### config.mk
export PLATFORM = sky130hd
export DESIGN_NAME = ps2_key_rx
export DESIGN_NICKNAME = d
export VERILOG_FILES = /design/src/rtl/ps2_pkg.sv /design/src/rtl/ps2_in_filter.sv /design/src/rtl/ps2_key_rx.sv
export SDC_FILE = /design/constraint.sdc
export NUM_CORES = 1
export LEC_CHECK = 0
export ABC_AREA = 1
export BUFFER_PORTS_ARGS = -buffer_cell sky130_fd_sc_hd__buf_4
export CORE_MARGIN = 8
export CORE_UTILIZATION = 45
export CTS_BUF_LIST = sky130_fd_sc_hd__clkbuf_8
export CTS_CLUSTER_DIAMETER = 40
export DETAILED_ROUTE_END_ITERATION = 6
export PLACE_DENSITY = 0.74
export SKIP_LAST_GASP = 1
export SYNTH_ARGS = -nofsm -noshare
export SYNTH_HDL_FRONTEND = slang
export SYNTH_SLANG_ARGS = --single-unit
### constraint.sdc
create_clock -name clk_sys -period 3.6 [get_ports clk_sys]
set_input_delay 0.72 -clock clk_sys [delete_from_list [all_inputs] [get_ports clk_sys]]
set_output_delay 0.72 -clock clk_sys [all_outputs]
set_load 0.005 [all_outputs]
### src/rtl/ps2_pkg.sv
// Shared types and constants for the PS/2 receive front end.
package ps2_pkg;

  typedef enum logic [1:0] {
    ST_IDLE   = 2'd0,
    ST_DATA   = 2'd1,
    ST_PARITY = 2'd2,
    ST_STOP   = 2'd3
  } ps2_state_t;

  localparam logic [7:0] PS2_EXT = 8'hE0;
  localparam logic [7:0] PS2_REL = 8'hF0;

endpackage

### src/rtl/ps2_in_filter.sv
// Synchronizes the PS/2 lines, debounces the clock and emits a one-cycle
// pulse on each accepted falling edge of the filtered clock.
module ps2_in_filter #(
  parameter int FILTER = 4
) (
  input  logic i_clk,
  input  logic i_rst_n,
  input  logic i_ps2_clk,
  input  logic i_ps2_data,
  output logic o_fall,
  output logic o_data
);

  localparam logic [3:0] FILT_LAST = 4'(FILTER - 1);

  logic       r_clk_s1;
  logic       r_clk_s2;
  logic       r_dat_s1;
  logic       r_dat_s2;
  logic       r_fclk;
  logic       r_fall;
  logic [3:0] r_cnt;

  // Lines idle high, so the synchronizers and filtered clock reset high to
  // avoid a phantom falling edge when reset is released.
  always_ff @(posedge i_clk) begin
    if (!i_rst_n) begin
      r_clk_s1 <= 1'b1;
      r_clk_s2 <= 1'b1;
      r_dat_s1 <= 1'b1;
      r_dat_s2 <= 1'b1;
      r_fclk   <= 1'b1;
      r_fall   <= 1'b0;
      r_cnt    <= '0;
    end else begin
      r_clk_s1 <= i_ps2_clk;
      r_clk_s2 <= r_clk_s1;
      r_dat_s1 <= i_ps2_data;
      r_dat_s2 <= r_dat_s1;
      r_fall   <= 1'b0;
      if (r_clk_s2 != r_fclk) begin
        if (r_cnt == FILT_LAST) begin
          r_fclk <= r_clk_s2;
          r_cnt  <= '0;
          r_fall <= ~r_clk_s2;
        end else begin
          r_cnt <= r_cnt + 4'd1;
        end
      end else begin
        r_cnt <= '0;
      end
    end
  end

  assign o_fall = r_fall;
  assign o_data = r_dat_s2;

endmodule

### src/rtl/ps2_key_rx.sv
// PS/2 device-to-host frame receiver with E0/F0 prefix folding into key events.
//
// state     | meaning
// ----------+---------------------------------------------------------
// ST_IDLE   | waiting for a start bit (data 0 on fall)
// ST_DATA   | shifting in 8 data bits, LSB first
// ST_PARITY | capturing parity result against the running accumulator
// ST_STOP   | checking stop bit, then strobing byte or error
module ps2_key_rx
  import ps2_pkg::*;
#(
  parameter int FILTER  = 4,
  parameter int TIMEOUT = 65536
) (
  input  logic       clk_sys,
  input  logic       reset_n,
  input  logic       ps2_clk,
  input  logic       ps2_data,
  output logic       byte_valid,
  output logic [7:0] byte_data,
  output logic       key_valid,
  output logic [7:0] key_code,
  output logic       key_ext,
  output logic       key_release,
  output logic       parity_err,
  output logic       frame_err,
  output logic       timeout
);

  localparam logic [16:0] TO_LAST = 17'(TIMEOUT - 1);

  logic        w_fall;
  logic        w_data;
  logic        w_to_hit;

  ps2_state_t  r_state;
  logic [2:0]  r_bit_cnt;
  logic [7:0]  r_shift;
  logic        r_acc;
  logic        r_par_bad;
  logic [16:0] r_to_cnt;

  logic        r_byte_valid;
  logic [7:0]  r_byte_data;
  logic        r_parity_err;
  logic        r_frame_err;
  logic        r_timeout;

  logic        r_ext_f;
  logic        r_rel_f;
  logic        r_key_valid;
  logic [7:0]  r_key_code;
  logic        r_key_ext;
  logic        r_key_release;

  ps2_in_filter #(
    .FILTER (FILTER)
  ) u_filter (
    .i_clk      (clk_sys),
    .i_rst_n    (reset_n),
    .i_ps2_clk  (ps2_clk),
    .i_ps2_data (ps2_data),
    .o_fall     (w_fall),
    .o_data     (w_data)
  );

  assign w_to_hit = (r_state != ST_IDLE) && (r_to_cnt == TO_LAST);

  always_ff @(posedge clk_sys) begin
    if (!reset_n) begin
      r_state      <= ST_IDLE;
      r_bit_cnt    <= '0;
      r_shift      <= '0;
      r_acc        <= 1'b0;
      r_par_bad    <= 1'b0;
      r_to_cnt     <= '0;
      r_byte_valid <= 1'b0;
      r_byte_data  <= '0;
      r_parity_err <= 1'b0;
      r_frame_err  <= 1'b0;
      r_timeout    <= 1'b0;
    end else begin
      r_byte_valid <= 1'b0;
      r_parity_err <= 1'b0;
      r_frame_err  <= 1'b0;
      r_timeout    <= 1'b0;

      if ((r_state == ST_IDLE) || w_fall) begin
        r_to_cnt <= '0;
      end else begin
        r_to_cnt <= r_to_cnt + 17'd1;
      end

      // A fall coinciding with the timeout is dropped along with the frame.
      if (w_to_hit) begin
        r_timeout <= 1'b1;
        r_state   <= ST_IDLE;
      end else if (w_fall) begin
        case (r_state)
          ST_IDLE: begin
            if (!w_data) begin
              r_state   <= ST_DATA;
              r_bit_cnt <= '0;
              r_acc     <= 1'b1;
            end
          end
          ST_DATA: begin
            r_shift <= {w_data, r_shift[7:1]};
            r_acc   <= r_acc ^ w_data;
            if (r_bit_cnt == 3'd7) begin
              r_state <= ST_PARITY;
            end else begin
              r_bit_cnt <= r_bit_cnt + 3'd1;
            end
          end
          ST_PARITY: begin
            r_par_bad <= r_acc ^ w_data;
            r_state   <= ST_STOP;
          end
          ST_STOP: begin
            if (!w_data) begin
              r_frame_err <= 1'b1;
            end else if (r_par_bad) begin
              r_parity_err <= 1'b1;
            end else begin
              r_byte_valid <= 1'b1;
              r_byte_data  <= r_shift;
            end
            r_state <= ST_IDLE;
          end
          default: r_state <= ST_IDLE;
        endcase
      end
    end
  end

  always_ff @(posedge clk_sys) begin
    if (!reset_n) begin
      r_ext_f       <= 1'b0;
      r_rel_f       <= 1'b0;
      r_key_valid   <= 1'b0;
      r_key_code    <= '0;
      r_key_ext     <= 1'b0;
      r_key_release <= 1'b0;
    end else begin
      r_key_valid <= 1'b0;
      if (r_byte_valid) begin
        if (r_byte_data == PS2_EXT) begin
          r_ext_f <= 1'b1;
        end else if (r_byte_data == PS2_REL) begin
          r_rel_f <= 1'b1;
        end else begin
          r_key_valid   <= 1'b1;
          r_key_code    <= r_byte_data;
          r_key_ext     <= r_ext_f;
          r_key_release <= r_rel_f;
          r_ext_f       <= 1'b0;
          r_rel_f       <= 1'b0;
        end
      end else if (r_parity_err || r_frame_err || r_timeout) begin
        r_ext_f <= 1'b0;
        r_rel_f <= 1'b0;
      end
    end
  end

  assign byte_valid  = r_byte_valid;
  assign byte_data   = r_byte_data;
  assign parity_err  = r_parity_err;
  assign frame_err   = r_frame_err;
  assign timeout     = r_timeout;
  assign key_valid   = r_key_valid;
  assign key_code    = r_key_code;
  assign key_ext     = r_key_ext;
  assign key_release = r_key_release;

endmodule
Word level (Yosys, flattened, before mapping)
Index checks and enable logic that the tools add are counted.
Operators by class
  equality and inequality tests: 14
  add/sub/neg operators: 3
  bitwise gates (word level): 12
  mux-type cells: 20
  reductions and logical operators: 25
Operators by type and width (number)
  17-bit by 1-bit adder with 17-bit output (second input constant): 1
  17-bit by 16-bit == test with 1-bit output (second input constant): 1
  8-bit == test (second input constant): 2
  3-bit AND reduction: 5
  1-bit two-way mux: 13
  1-bit NOT: 11
  5-bit AND reduction: 2
  2-bit inequality test (second input constant): 4
  2-bit one-hot mux with 4 select lines: 1
  3-bit two-way mux: 2
  3-bit one-hot mux with 2 select lines: 1
  2-bit AND reduction: 3
  2-bit nonzero test: 3
  3-bit OR reduction: 2
  5-bit OR reduction: 1
  4-bit by 1-bit adder with 4-bit output (second input constant): 1
  2-bit == test (second input constant): 2
  4-bit by 2-bit == test with 1-bit output (second input constant): 1
  2-bit two-way mux: 2
  4-bit AND reduction: 1
  2-bit OR reduction: 2
  4-bit OR reduction: 1
  3-bit by 1-bit adder with 3-bit output (second input constant): 1
  3-bit == test (second input constant): 1
  other kinds (8): 10
Word-level totals
  output and inout bits: 23
  bits in registers: 67

Longest topological paths before layout
  depth in word-level cells: 4
  mapped depth: 13
  mapped depth without buffers: 13

By module
Synthesis repeated with hierarchy kept, for this count alone.
Unflattened totals
  cell total of the unflattened synthesis: 366
  area total of the unflattened synthesis: 2875.3 µm²
By module, submodules not included
  ps2_key_rx: area an instance 2519.9 µm², sequential area each 1141.1 µm², times used 1, cells an instance 322
  ps2_in_filter: area an instance 355.3 µm², sequential area each 200.2 µm², times used 1, cells an instance 44

Worst setup path after synthesis
OpenSTA, ideal clock, no wires.
  path kind: register to register
  from: register r_to_cnt[0]
  to: register r_shift[7]
  data arrival time: 1.717 ns
  cell stages (with the launch flop): 14
  library setup time: 0.119 ns
  path slack: 1.763 ns
  period minus slack after synthesis: 1.837 ns
  cells stage by stage: dfxtp_1 -> ha_1 -> nand3_2 -> nor2_1 -> nand3_1 -> nor2_1 -> nand2_1 -> nor2_1 -> ha_1 -> nand2_4 -> nand3_4 -> clkinv_2 -> o21ai_0 -> a21oi_1
On the way
  cells in the longest elaborated chain, start to end: 4
RTL lines
  from (decl): line ps2_key_rx.sv:41  | logic [16:0] r_to_cnt;
  from (signal assigned): line ps2_key_rx.sv:91  | r_to_cnt <= r_to_cnt + 17'd1;
  17-bit by 16-bit == test with 1-bit output: line ps2_key_rx.sv:67  | assign w_to_hit = (r_state != ST_IDLE) && (r_to_cnt == TO_LAST);
  1-bit logical AND: line ps2_key_rx.sv:67
  1-bit NOT (no line)
  3-bit AND reduction (no line)
  to (signal assigned): line ps2_key_rx.sv:108  | r_shift <= {w_data, r_shift[7:1]};
  to (decl): line ps2_key_rx.sv:38  | logic [7:0] r_shift;
Every way passes these cells.
A chain may end at the register's enable or synchronous reset.

Worst setup path in the final report
  from: register r_to_cnt[0]
  to: register r_byte_data[5] (netlist: byte_data[5])
On the way
  cells in the longest elaborated chain, start to end: 4
RTL lines
  17-bit by 16-bit == test with 1-bit output: line ps2_key_rx.sv:67
  1-bit logical AND: line ps2_key_rx.sv:67
  1-bit NOT (no line)
  5-bit AND reduction (no line)
  to (signal assigned): line ps2_key_rx.sv:127  | r_byte_data <= r_shift;
  to (decl): line ps2_key_rx.sv:44  | logic [7:0] r_byte_data;
Every way passes these cells.

==> results.ini <==
[status]
outcome = finished, final reports clean

[setup_path]
cp_common_cell = nor2_1
rr_startpoint = r_to_cnt[0]$_SDFF_PP0_
required_ps = 3840
rr_worst_depth = 13
cp-end-kind = flop
worstSetupPathType = reg2reg
reg2reg_slack_ps = 1480
critPathLaunchType = flop
critPathBufInv = 1
path_cells = ha_1 > nand3_2 > nor2_1 > nand3_1 > nor2_1 > nand2_1 > nor2_1 > ha_1 > nand2_4 > nand3_2 > inv_2 > nor2_1 > nor2_1
critical_path.max_fanout = 11
critical_path.top_delay_family = simple AND/OR/NAND/NOR gates
reg2reg_to = byte_data[5]$_SDFFE_PN0P_
cp_num_cells = 13
crit_end = byte_data[5]$_SDFFE_PN0P_
cpPeakStageDelay_ps = 360
worstPathArrival_ps = 2360
cpMaxStageDelayCell = dfxtp_1
crit_start = r_to_cnt[0]$_SDFF_PP0_

[sta]
finalWorstSetupSlack_ps = 1480
hold_slack_ps = 418
finalClockSkew_ps = 7.45
slew_headroom_pct = 68.4
period_share_pct = 58.8
setup_tns_ps = 0
fmax_mhz = 472
period_needed_ps = 2120
tightestPinTransition_ps = 472
hold_violations = 0
rsz0062_at_grt = no
slew_violations = 0
final-setup-viol-count = 0

[cts]
cts_resized = 0
cts_buffers = 9
clockBufferDepth = 2
path_clk_slew_ps = 70
cts_tree = done
post_cts_buffers = 0
root_buffer = clkbuf_8
clock_sinks = 67
worst_skew_pair.late_latency_ps = 340
hold_buffers = 0
cts-htree-levels = 3

[synth]
synth-seq-cells = 67
syn_area_um2 = 2900
avgSynthCellArea_um2 = 7.95
synth_edf_count = 0
async_reset_ff_share_pct = 0
synth_cells = 365
syn_nets = 378
synth-seq-area-share_pct = 46.2
synth_top_area_cell = dfxtp_1
synth.distinct_cells = 34
synthFlopType = dfxtp_1
synth.top_cell.area_share_pct = 46.2
yosys-top-cells-area = dfxtp_1, nor2_1, nand2_1
ys_warn_count = 0

[floorplanning]
start_util_pct = 46.2
io_pins = 27
die_w_um = 96.3
core_um2 = 6280
die_y_um = 96.3
rows = 29
dieArea_um2 = 9270

[layout]
regArea_um2 = 1340
multi_input_area_um2 = 1350
syn_to_final_growth_pct = 17.5
design_area_um2 = 3410
nFillCells = 598
drive_above_1_share_pct = 21.2
nNetsFinal = 405
postLayoutCoreUtil_pct = 54.3
final_common_cell = dfxtp_1
mostFrequentLayoutCells = dfxtp_1, nor2_1, nand2_1
n_antenna_cell = 0

[routing]
wl_met1_mm = 2.40
drcViolationCount = 0
wl_per_cell_um = 11.2
finalWirelength_mm = 5.29
dr_wl_met3_um = 351
viasPerCell = 4.91
met2_length_mm = 2.43
highest-signal-layer = met4
dr.pass1.iters = 4
ant_nets = 0
drt_iter0_drc = 123
vias = 2326

[power]
power.share.combinational_pct = 1.4
power.internal_mw = 1.30
seq_power_share_pct = 46.6
peakVddDrop_v = 0.000249
p_leak_nw = 1.39
cellPowerDensity_nw_per_um2 = 469
p_sw_share_pct = 18.6
clkPwrFrac_pct = 52.0
switchingPower_mw = 0.298

[place]
numPortBuffers = 26
place_ws_ps = 1430
hpwlAfterDp_mm = 3.84
gp_congestion = 0.846
postPlaceCellArea_um2 = 3130

[global_route]
grt_max_degree = 44
antenna_found_initial = 0
grt_pass1_wl_mm = 9.29
grt_overflow = 0
grt_pass1_vias = 2152
grtUsageTotal_pct = 12.8

[job]
max_cap_viol_count = 0

[hold_path]
min_path_type = reg2reg

-- kinds of logic (layout without fill, tap and decap cells) --
group	Yosys count	count (layout)	synth area share (%)
and+or+nand+nor	189	189	32.1
buffers and inverters	50	82	7.25
AOI/OAI and AO/OA	47	47	9.66
adders and majority gates	9	9	3.88
xor gates and xnor gates	3	3	0.906
DFF	67	67	46.2
-- cell usage after synthesis, types with 2 or more instances --
| cell type | n |
|---|---|
| a21oi_1 | 18 |
| buf_2 | 5 |
| buf_6 | 2 |
| clkbuf_1 | 3 |
| dfxtp_1 | 67 |
| ha_1 | 9 |
| inv_1 | 36 |
| inv_2 | 3 |
| nand2_1 | 56 |
| nand2_2 | 3 |
| nand3_1 | 15 |
| nand3_2 | 11 |
| nand4_1 | 15 |
| nor2_1 | 65 |
| nor2_2 | 7 |
| nor3_1 | 4 |
| o211ai_1 | 2 |
| o21ai_0 | 14 |
| o21ai_1 | 5 |
| o21ai_2 | 4 |
| or2_2 | 7 |
| xor2_1 | 2 |
-- per-stage QoR --
| stage | cells | power (mW) |
|---|---|---|
| finish | 474 | 1.60 |
| detailed placement | 458 | 0.783 |
| global route | 474 | 1.65 |
| global placement | 458 | 0.783 |
| floorplan | 365 | 0.779 |
| CTS | 474 | 1.62 |
-- flip-flops by register name (all words and copies together), names as in the netlist, 2 cells and up --
register / flops
byte_data: 8
key_code: 8
r_bit_cnt: 3
r_shift: 8
r_state: 2
r_to_cnt: 17
u_filter.r_cnt: 4
-- cell type report --
type	instances	share of cell area, %
clock buffers	10	4.04
clock inverters	6	4.00
inverters	40	4.44
multi-input cells	248	39.6
flip-flops and latches	67	39.4
well taps	77	2.83
repair buffers	26	5.73
-- worst min path at each step --
stage	startpoint	endpoint	slack [ps]	cells after the start
3_5_place_dp	u_filter.r_clk_s1$_SDFF_PN1_	u_filter.r_clk_s2$_SDFF_PN1_	410	1
2_1_floorplan	u_filter.r_dat_s1$_SDFF_PN1_	u_filter.o_data$_SDFF_PN1_	390	1
6_report	u_filter.r_clk_s1$_SDFF_PN1_	u_filter.r_clk_s2$_SDFF_PN1_	420	1
3_3_place_gp	u_filter.r_clk_s1$_SDFF_PN1_	u_filter.r_clk_s2$_SDFF_PN1_	400	1
4_1_cts	u_filter.r_clk_s1$_SDFF_PN1_	u_filter.r_clk_s2$_SDFF_PN1_	420	1
5_1_grt	u_filter.r_clk_s1$_SDFF_PN1_	u_filter.r_clk_s2$_SDFF_PN1_	430	1
-- power groups by stage --
stage          registers (mW)  clock network, mW  logic, mW
2_1_floorplan           0.762                  0     0.0178
3_3_place_gp            0.762                  0     0.0214
3_5_place_dp            0.762                  0     0.0215
4_1_cts                 0.745              0.852     0.0218
5_1_grt                 0.745              0.883     0.0247
6_report                0.745              0.831     0.0218
-- metal layers --
| metal | vias up | track usage, % |
|---|---|---|
| li1 | 1234 | - |
| met1 | 1044 | 14.2 |
| met2 | 37 | 21.7 |
| met3 | 11 | 4.06 |
| met4 | 0 | 6.53 |
| met5 | - | 0 |
Power figures use the tool's default switching activity.
